<file path="config.mk">
export PLATFORM = sky130hd
export DESIGN_NAME = inst_queue_dual
export DESIGN_NICKNAME = d
export VERILOG_FILES = /design/src/rtl/inst_queue_dual.sv
export SDC_FILE = /design/constraint.sdc
export NUM_CORES = 2
export LEC_CHECK = 0
export BUFFER_PORTS_ARGS = -buffer_cell sky130_fd_sc_hd__buf_4
export CELL_PAD_IN_SITES_DETAIL_PLACEMENT = 2
export CELL_PAD_IN_SITES_GLOBAL_PLACEMENT = 2
export CORE_MARGIN = 8
export CORE_UTILIZATION = 47
export DETAILED_ROUTE_END_ITERATION = 8
export PLACE_DENSITY_LB_ADDON = 0.2
export SYNTH_ARGS = -nofsm -noshare
export SYNTH_HDL_FRONTEND = slang
export SYNTH_SLANG_ARGS = --single-unit
</file>
<file path="constraint.sdc">
create_clock -name clk -period 25.9 [get_ports clk]
set_clock_uncertainty 0.05 [all_clocks]
set_input_delay 5.18 -clock clk [delete_from_list [all_inputs] [get_ports clk]]
set_output_delay 5.18 -clock clk [all_outputs]
set_load 0.03 [all_outputs]
</file>
<file path="src/rtl/inst_queue_dual.sv">
// Dual-issue instruction queue: buffers two-slot fetch beats and issues up to two entries per cycle.
// Optional macro IQ_BYPASS_EN lets a beat skip an empty queue and load the output registers directly.
module inst_queue_dual #(
  parameter int DEPTH  = 16,
  parameter int DATA_W = 32,
  parameter int ADDR_W = 32
) (
  input  logic                    clk,
  input  logic                    reset,
  input  logic                    flush,
  input  logic                    branch_flag,
  input  logic                    inst_req_success,
  input  logic [ADDR_W-1:0]       pc_i,
  input  logic                    inst_data_ok,
  input  logic [2*DATA_W-1:0]     inst_i,
  input  logic [1:0]              inst_valid_i,
  input  logic                    stall_i,
  output logic [DATA_W-1:0]       inst0_o,
  output logic [DATA_W-1:0]       inst1_o,
  output logic [ADDR_W-1:0]       pc0_o,
  output logic [ADDR_W-1:0]       pc1_o,
  output logic                    valid0_o,
  output logic                    valid1_o,
  output logic [$clog2(DEPTH):0]  count_o,
  output logic                    ibuffer_full,
  output logic                    overflow_o
);

  localparam int PTR_W = $clog2(DEPTH);
  localparam int CNT_W = PTR_W + 1;

  if (DEPTH < 4 || (DEPTH & (DEPTH - 1)) != 0) begin : g_depth_check
    $error("inst_queue_dual: DEPTH must be a power of two and at least 4");
  end

  logic [DATA_W-1:0] inst_mem [DEPTH];
  logic [ADDR_W-1:0] pc_mem   [DEPTH];

  logic [PTR_W-1:0]  head_q, head_d;
  logic [PTR_W-1:0]  tail_q, tail_d;
  logic [CNT_W-1:0]  count_q, count_d;
  logic              discard_q, discard_d;
  logic [ADDR_W-1:0] req_addr_q, req_addr_d;
  logic              overflow_q, overflow_d;
  logic [DATA_W-1:0] inst_q [2];
  logic [DATA_W-1:0] inst_d [2];
  logic [ADDR_W-1:0] pc_q [2];
  logic [ADDR_W-1:0] pc_d [2];
  logic [1:0]        valid_q, valid_d;

  logic              kill;
  logic              beat_live;
  logic              fits;
  logic              bypass;
  logic              do_write;
  logic              drop;
  logic [1:0]        wr_pop;
  logic [1:0]        wr_cnt;
  logic [1:0]        iss_cnt;
  logic [CNT_W-1:0]  free_cnt;

  logic [1:0]        wr_en;
  logic [PTR_W-1:0]  wr_idx  [2];
  logic [DATA_W-1:0] wr_inst [2];
  logic [ADDR_W-1:0] wr_pc   [2];
  logic [PTR_W-1:0]  rd_idx  [2];
  logic [DATA_W-1:0] rd_inst [2];
  logic [ADDR_W-1:0] rd_pc   [2];

  assign kill      = flush | branch_flag;
  assign wr_pop    = {1'b0, inst_valid_i[0]} + {1'b0, inst_valid_i[1]};
  assign free_cnt  = CNT_W'(DEPTH) - count_q;
  assign beat_live = inst_data_ok & ~discard_q & ~kill & (wr_pop != 2'd0);
  assign fits      = free_cnt >= CNT_W'(wr_pop);

`ifdef IQ_BYPASS_EN
  assign bypass = beat_live & (count_q == '0) & ~stall_i;
`else
  assign bypass = 1'b0;
`endif

  assign do_write = beat_live & fits & ~bypass;
  assign drop     = beat_live & ~fits;
  assign wr_cnt   = do_write ? wr_pop : 2'd0;
  assign iss_cnt  = (stall_i | kill) ? 2'd0 :
                    (count_q >= CNT_W'(2)) ? 2'd2 : count_q[1:0];

  for (genvar gi = 0; gi < 2; gi++) begin : g_lane
    assign wr_idx[gi]  = tail_q + PTR_W'(gi);
    assign rd_idx[gi]  = head_q + PTR_W'(gi);
    assign rd_inst[gi] = inst_mem[rd_idx[gi]];
    assign rd_pc[gi]   = pc_mem[rd_idx[gi]];
  end

  // Lane 0 picks slot1 only for the illegal 2'b10 pattern, so that beat still lands as one entry.
  assign wr_inst[0] = inst_valid_i[0] ? inst_i[DATA_W-1:0] : inst_i[2*DATA_W-1:DATA_W];
  assign wr_pc[0]   = inst_valid_i[0] ? req_addr_q : req_addr_q + ADDR_W'(4);
  assign wr_inst[1] = inst_i[2*DATA_W-1:DATA_W];
  assign wr_pc[1]   = req_addr_q + ADDR_W'(4);
  assign wr_en[0]   = do_write;
  assign wr_en[1]   = do_write & (wr_pop == 2'd2);

  always_ff @(posedge clk) begin
    for (int i = 0; i < 2; i++) begin
      if (wr_en[i]) begin
        inst_mem[wr_idx[i]] <= wr_inst[i];
        pc_mem[wr_idx[i]]   <= wr_pc[i];
      end
    end
  end

  always_comb begin
    head_d     = head_q + PTR_W'(iss_cnt);
    tail_d     = tail_q + PTR_W'(wr_cnt);
    count_d    = count_q + CNT_W'(wr_cnt) - CNT_W'(iss_cnt);
    discard_d  = discard_q;
    req_addr_d = inst_req_success ? pc_i : req_addr_q;
    overflow_d = drop;
    inst_d     = inst_q;
    pc_d       = pc_q;
    valid_d    = valid_q;

    if (kill) begin
      head_d    = '0;
      tail_d    = '0;
      count_d   = '0;
      discard_d = 1'b1;
      valid_d   = '0;
      for (int i = 0; i < 2; i++) begin
        inst_d[i] = '0;
        pc_d[i]   = '0;
      end
    end else begin
      // Data for a killed request may still return; only a fresh accepted request reopens the gate.
      if (inst_req_success) discard_d = 1'b0;
      if (bypass) begin
        valid_d = {wr_pop == 2'd2, 1'b1};
        for (int i = 0; i < 2; i++) begin
          inst_d[i] = valid_d[i] ? wr_inst[i] : '0;
          pc_d[i]   = valid_d[i] ? wr_pc[i]   : '0;
        end
      end else if (!stall_i) begin
        for (int i = 0; i < 2; i++) begin
          valid_d[i] = iss_cnt > 2'(i);
          inst_d[i]  = valid_d[i] ? rd_inst[i] : '0;
          pc_d[i]    = valid_d[i] ? rd_pc[i]   : '0;
        end
      end
    end
  end

  always_ff @(posedge clk) begin
    if (reset) begin
      head_q     <= '0;
      tail_q     <= '0;
      count_q    <= '0;
      discard_q  <= 1'b0;
      req_addr_q <= '0;
      overflow_q <= 1'b0;
      valid_q    <= '0;
      for (int i = 0; i < 2; i++) begin
        inst_q[i] <= '0;
        pc_q[i]   <= '0;
      end
    end else begin
      head_q     <= head_d;
      tail_q     <= tail_d;
      count_q    <= count_d;
      discard_q  <= discard_d;
      req_addr_q <= req_addr_d;
      overflow_q <= overflow_d;
      valid_q    <= valid_d;
      for (int i = 0; i < 2; i++) begin
        inst_q[i] <= inst_d[i];
        pc_q[i]   <= pc_d[i];
      end
    end
  end

  assign inst0_o      = inst_q[0];
  assign inst1_o      = inst_q[1];
  assign pc0_o        = pc_q[0];
  assign pc1_o        = pc_q[1];
  assign valid0_o     = valid_q[0];
  assign valid1_o     = valid_q[1];
  assign count_o      = count_q;
  assign ibuffer_full = free_cnt < CNT_W'(2);
  assign overflow_o   = overflow_q;

endmodule

</file>
* Yosys cells after proc, flatten, opt, wreduce, memory -nomap -nowiden
Memories as Yosys holds them, arrays and structs flattened. A register that Yosys moved wholly into a read port is not among the register bits.
Index checks and enable logic that the tools add are counted.
** Storage, ports and cells
- Bits in registers :: 177
- Memory bits (writable) :: 1024
- Memories :: 2
- ROM bits :: 0
- Bits in latches :: 0
- Output and inout port bits :: 137
- Word-level logic and storage cells :: 59
- Input port bits :: 105
** Memories
- inst_mem :: depth 16, width 32, read ports 2, clocked after memory_dff 1, write ports 2, line 36 : logic [DATA_W-1:0] inst_mem [DEPTH];
- pc_mem :: depth 16, width 32, read ports 2, clocked after memory_dff 1, write ports 2, line 37 : logic [ADDR_W-1:0] pc_mem [DEPTH];
** Cells by class
- Bitwise logic cells :: 11
- Add/sub/neg operators :: 9
- Multiplexer cells :: 17
- Reductions and logical operators :: 3
- Shift operators :: 0
- Equality and inequality tests :: 1
- Multiply operators :: 0
- Magnitude comparators :: 5
- Div/mod/pow operators :: 0
** Operators with widths (count)
- 32-bit two-way mux :: 6
- 32-bit by 3-bit adder with 32-bit output, second input constant :: 1
- 4-bit by 1-bit adder with 4-bit output, second input constant :: 2
- 4-bit by 2-bit adder with 4-bit output :: 2
- 4-bit two-way mux :: 2
- 1-bit AND :: 6
- 1-bit two-way mux :: 6
- 2-bit two-way mux :: 3
- 5-bit by 2-bit adder with 5-bit output :: 1
- 5-bit by 2-bit greater-or-equal comparator with 1-bit output :: 1
- 5-bit by 2-bit greater-or-equal comparator with 1-bit output, second input constant :: 1
- 5-bit by 2-bit < comparator with 1-bit output, second input constant :: 1
- 5-bit by 2-bit subtractor with 5-bit output :: 1
- 5-bit subtractor, first input constant :: 1
- 2-bit by 1-bit > comparator with 1-bit output, second input constant :: 2
- 2-bit nonzero test :: 2
- 1-bit NOT :: 3
- 1-bit by 1-bit adder with 2-bit output :: 1
- 2-bit == test, second input constant :: 1
- 1-bit bitwise OR :: 2
- 2-bit OR reduction :: 1

* Logic depth before layout (Yosys ltp)
- Depth after elaboration :: 8
- Depth in mapped cells :: 20
- Depth with buffers taken out :: 16

* Least setup slack after synthesis
Ideal clock, no wire load.
- Path type :: input to register
- From :: input port inst_valid_i[0]
- To :: memory inst_mem[3][0] (enable)
- Buffers on the path :: 4
- Data required time :: 25286 ps
- Setup time :: 564 ps
- Arrival time :: 11938 ps
- Path slack :: 13347 ps
- Stages :: 13
- Cells stage by stage :: clkbuf_1 clkinv_1 ha_1 ha_1 nand2b_1 a21oi_1 and3_1 buf_2 buf_6 buf_6 nor2_1 o211ai_1 nor3_1
** RTL lines
- start, declared :: line 16 : input logic [1:0] inst_valid_i,
- end, declared :: line 36

==> results_dict.tcl <==
set metrics [dict create \
    status "finished clean" \
    dr.pass1.iters 6 \
    worst_pin_slew_ps 1381 \
    finalMaxSlewViolations 0 \
    peakVddDrop_mv 0.05584 \
    worst_path_largest_cell_delay_ps 1000 \
    hold_path_class "flop to flop" \
    worstPathCellList "buf_4 -> clkinv_1 -> ha_1 -> ha_1 -> nand2b_1 -> a21oi_1 -> and3_1 -> nor2_1 -> o211ai_1 -> nor2_4 -> buf_4" \
    place_inst 6782 \
    finalCritPeriodShare_pct 39.30 \
    cts-hold-fix-buffers 0 \
    yosys.area.top_type_share_pct 47.77 \
    row_count 136 \
    synth_top_area_cell "edfxtp_1" \
    clk_latency_ps 790 \
    placed_area_um2 67500 \
    async_flop_share_pct 0 \
    reg2reg_depth 9 \
    cp-end-kind "flop" \
    arrival_ps 10520 \
    syn_nets 5333 \
    crit_fanout 43 \
    nNetsFinal 5260 \
    synth_edf_count 1024 \
    numCtsBuffers 141 \
    synth_seq_area_share_pct 53.27 \
    avgSynthCellArea_um2 12.37 \
    finalSetupViolations 0 \
    syn_area_um2 64370 \
    drc 0 \
    syn2layout_area_growth_pct 12.05 \
    clockRootBuffer "clkbuf_16" \
    max_slew_margin_pct 7.593 \
    post_cts_buffers 0 \
    r2r_slack_ps 20650 \
    grtUsageTotal_pct 33.61 \
    clock_sinks 1201 \
    fin_util_pct 52.79 \
    synth_most_common_cell "edfxtp_1" \
    drv_cap 0 \
    initial_core_util_pct 47.11 \
    cp.required_ps 26240 \
    timing.final.hold_violations 0 \
    start_kind "primary input" \
    whs_endpoint "inst0_o[9]" \
    cts_buffer_depth 3 \
    core_area_um2 136600 \
    crit_slowest_cell "nor2_4" \
    die_area_um2 149100 \
    die_w_um 386.1 \
    routabilityCongestion 0.8267 \
    fin_cells 7044 \
    clock.fmax_ghz 0.09824 \
    synthDistinctLibCells 65 \
    portBuffers 241 \
    finalCriticalPeriod_ps 10180 \
    netlist_top_cells_area "edfxtp_1 48%, mux4_2 18%, dfxtp_1 5.5%, nor2_1 5.5%, a21oi_1 5.4%" \
    fp.dieH_um 386.1 \
    power.total_w 0.004378 \
    synth_common_cells "1024 x edfxtp_1, 937 x nor2_1, 692 x a21oi_1" \
    grt_pass1_vias 53628 \
    syn-instance-count 5204 \
    antenna_found_initial 5 \
    htreeDepth 4 \
    final_area_um2 72130 \
    clk_pin_slew_ps 50 \
    wire_per_inst_um 36.05 \
    cts_tree "built" \
    criticalPathCategory "primary input to flop" \
    yosys_warnings 0 \
    power_density_nw_per_um2 60.69 \
    worst_hold_path.num_cells 2 \
    r2r-end "inst_mem[15][6]" \
    ios 242 \
    synthFlopType "edfxtp_1" \
    grt_max_degree 161 \
    wl_um 253900 \
    hold_path.startpoint "inst0_o[9]" \
    ys_ff_latch 1201 \
    place_hpwl_um 149600 \
    grt_overflow_total 0 \
    ant_nets 0 \
    grt_pass1_wl_um 370000 \
    viasPerCell 6.971 \
    drtIter0Drc 5246 \
    num_vias 49107 \
    finalSetupTns_ps 0 \
    r2r-start "count_o[0]" \
    leakagePower_nw 24.65 \
    fillers 12781 \
    drive_above_1_share_pct 22.94 \
    ctsResizeCount 0 \
    rsz0062_at_grt "no" \
]
-- per-stage QoR --
step                      setup slack [ps]  hold slack (ps)
after floorplan                      13350            412.1
after global placement               15400            388.9
after detailed placement             15180            403.1
after CTS                            15940            417.6
after global routing                 15670            442.4
final                                15720            410.5
-- per-layer routing --
layer / GRT usage [%] / vias up / routed length (um)
li1: - / 19576 / -
met1: 41.46 / 26062 / 94120
met2: 57.23 / 2706 / 125900
met3: 5.918 / 761 / 20430
met4: 16.53 / 2 / 13410
met5: 0 / - / 13
-- placed cells by master (no fill, tap or decap), types with 20 or more instances in the layout --
cell / instances
nor2_1: 922
xnor2_1: 39
xor2_1: 198
clkbuf_1: 39
o21ai_0: 199
a22o_1: 127
edfxtp_1: 1024
dfxtp_1: 175
a22oi_1: 128
clkinv_2: 20
nand2_1: 176
a21oi_1: 690
clkbuf_16: 153
mux2i_1: 59
mux4_2: 513
a221oi_1: 63
inv_1: 21
buf_4: 367
-- worst max path at each step --
stage                               start               to  cells past startpoint
after global placement    inst_valid_i[0]   inst_mem[0][3]                     10
after global routing      inst_valid_i[0]  inst_mem[15][6]                     11
after floorplan           inst_valid_i[0]   inst_mem[3][0]                     13
after detailed placement  inst_valid_i[0]   inst_mem[0][3]                     10
final                     inst_valid_i[0]  inst_mem[15][6]                     11
after CTS                 inst_valid_i[0]   inst_mem[0][3]                     10
-- kinds of logic after synthesis --
family                     count (synthesis)  synth area share, %
muxes                                    599                19.32
DFF                                     1201                53.27
adders and majority gates                 24               0.5131
AOI/OAI and AO/OA                       1253                11.58
xor gates and xnor gates                 242                3.293
and+or+nand+nor                         1277                8.232
buffers and inverters                    608                3.794
-- worst max-delay path, delay by kind of cell --
kind | cells | cell delay [ps]
buf+inv | 3 | 1990
simple gates | 4 | 1810
fa+ha+maj | 2 | 750
compound gates | 2 | 660
-- flip-flops by register name, indices dropped and copies added (netlist names) --
| register | cells |
|---|---|
| count_o | 5 |
| discard_q | 1 |
| head_q | 4 |
| inst0_o | 32 |
| inst1_o | 32 |
| inst_mem | 512 |
| overflow_o | 1 |
| pc0_o | 32 |
| pc1_o | 32 |
| pc_mem | 512 |
| req_addr_q | 32 |
| tail_q | 4 |
| valid_q | 2 |
-- cell type report --
cell class | count | area [um^2] | share of cell area [%]
well taps | 1794 | 2245 | 3.112
multi-input cells | 3395 | 28070 | 38.91
repair buffers | 370 | 2815 | 3.903
clock inverters | 50 | 380.4 | 0.5273
flip-flops and latches | 1201 | 34300 | 47.55
diodes | 1 | 2.502 | 0.003469
clock buffers | 211 | 4237 | 5.874
inverters | 22 | 82.58 | 0.1145
-- power breakdown --
| group | switching (W) | leakage (nW) | internal, W |
|---|---|---|---|
| sequential | 0.0000128 | 10.7 | 0.00211 |
| combinational | 0.000149 | 11.7 | 0.0000773 |
| clock | 0.000848 | 2.27 | 0.00118 |
Note: power is estimated with default switching activity, not from simulation.
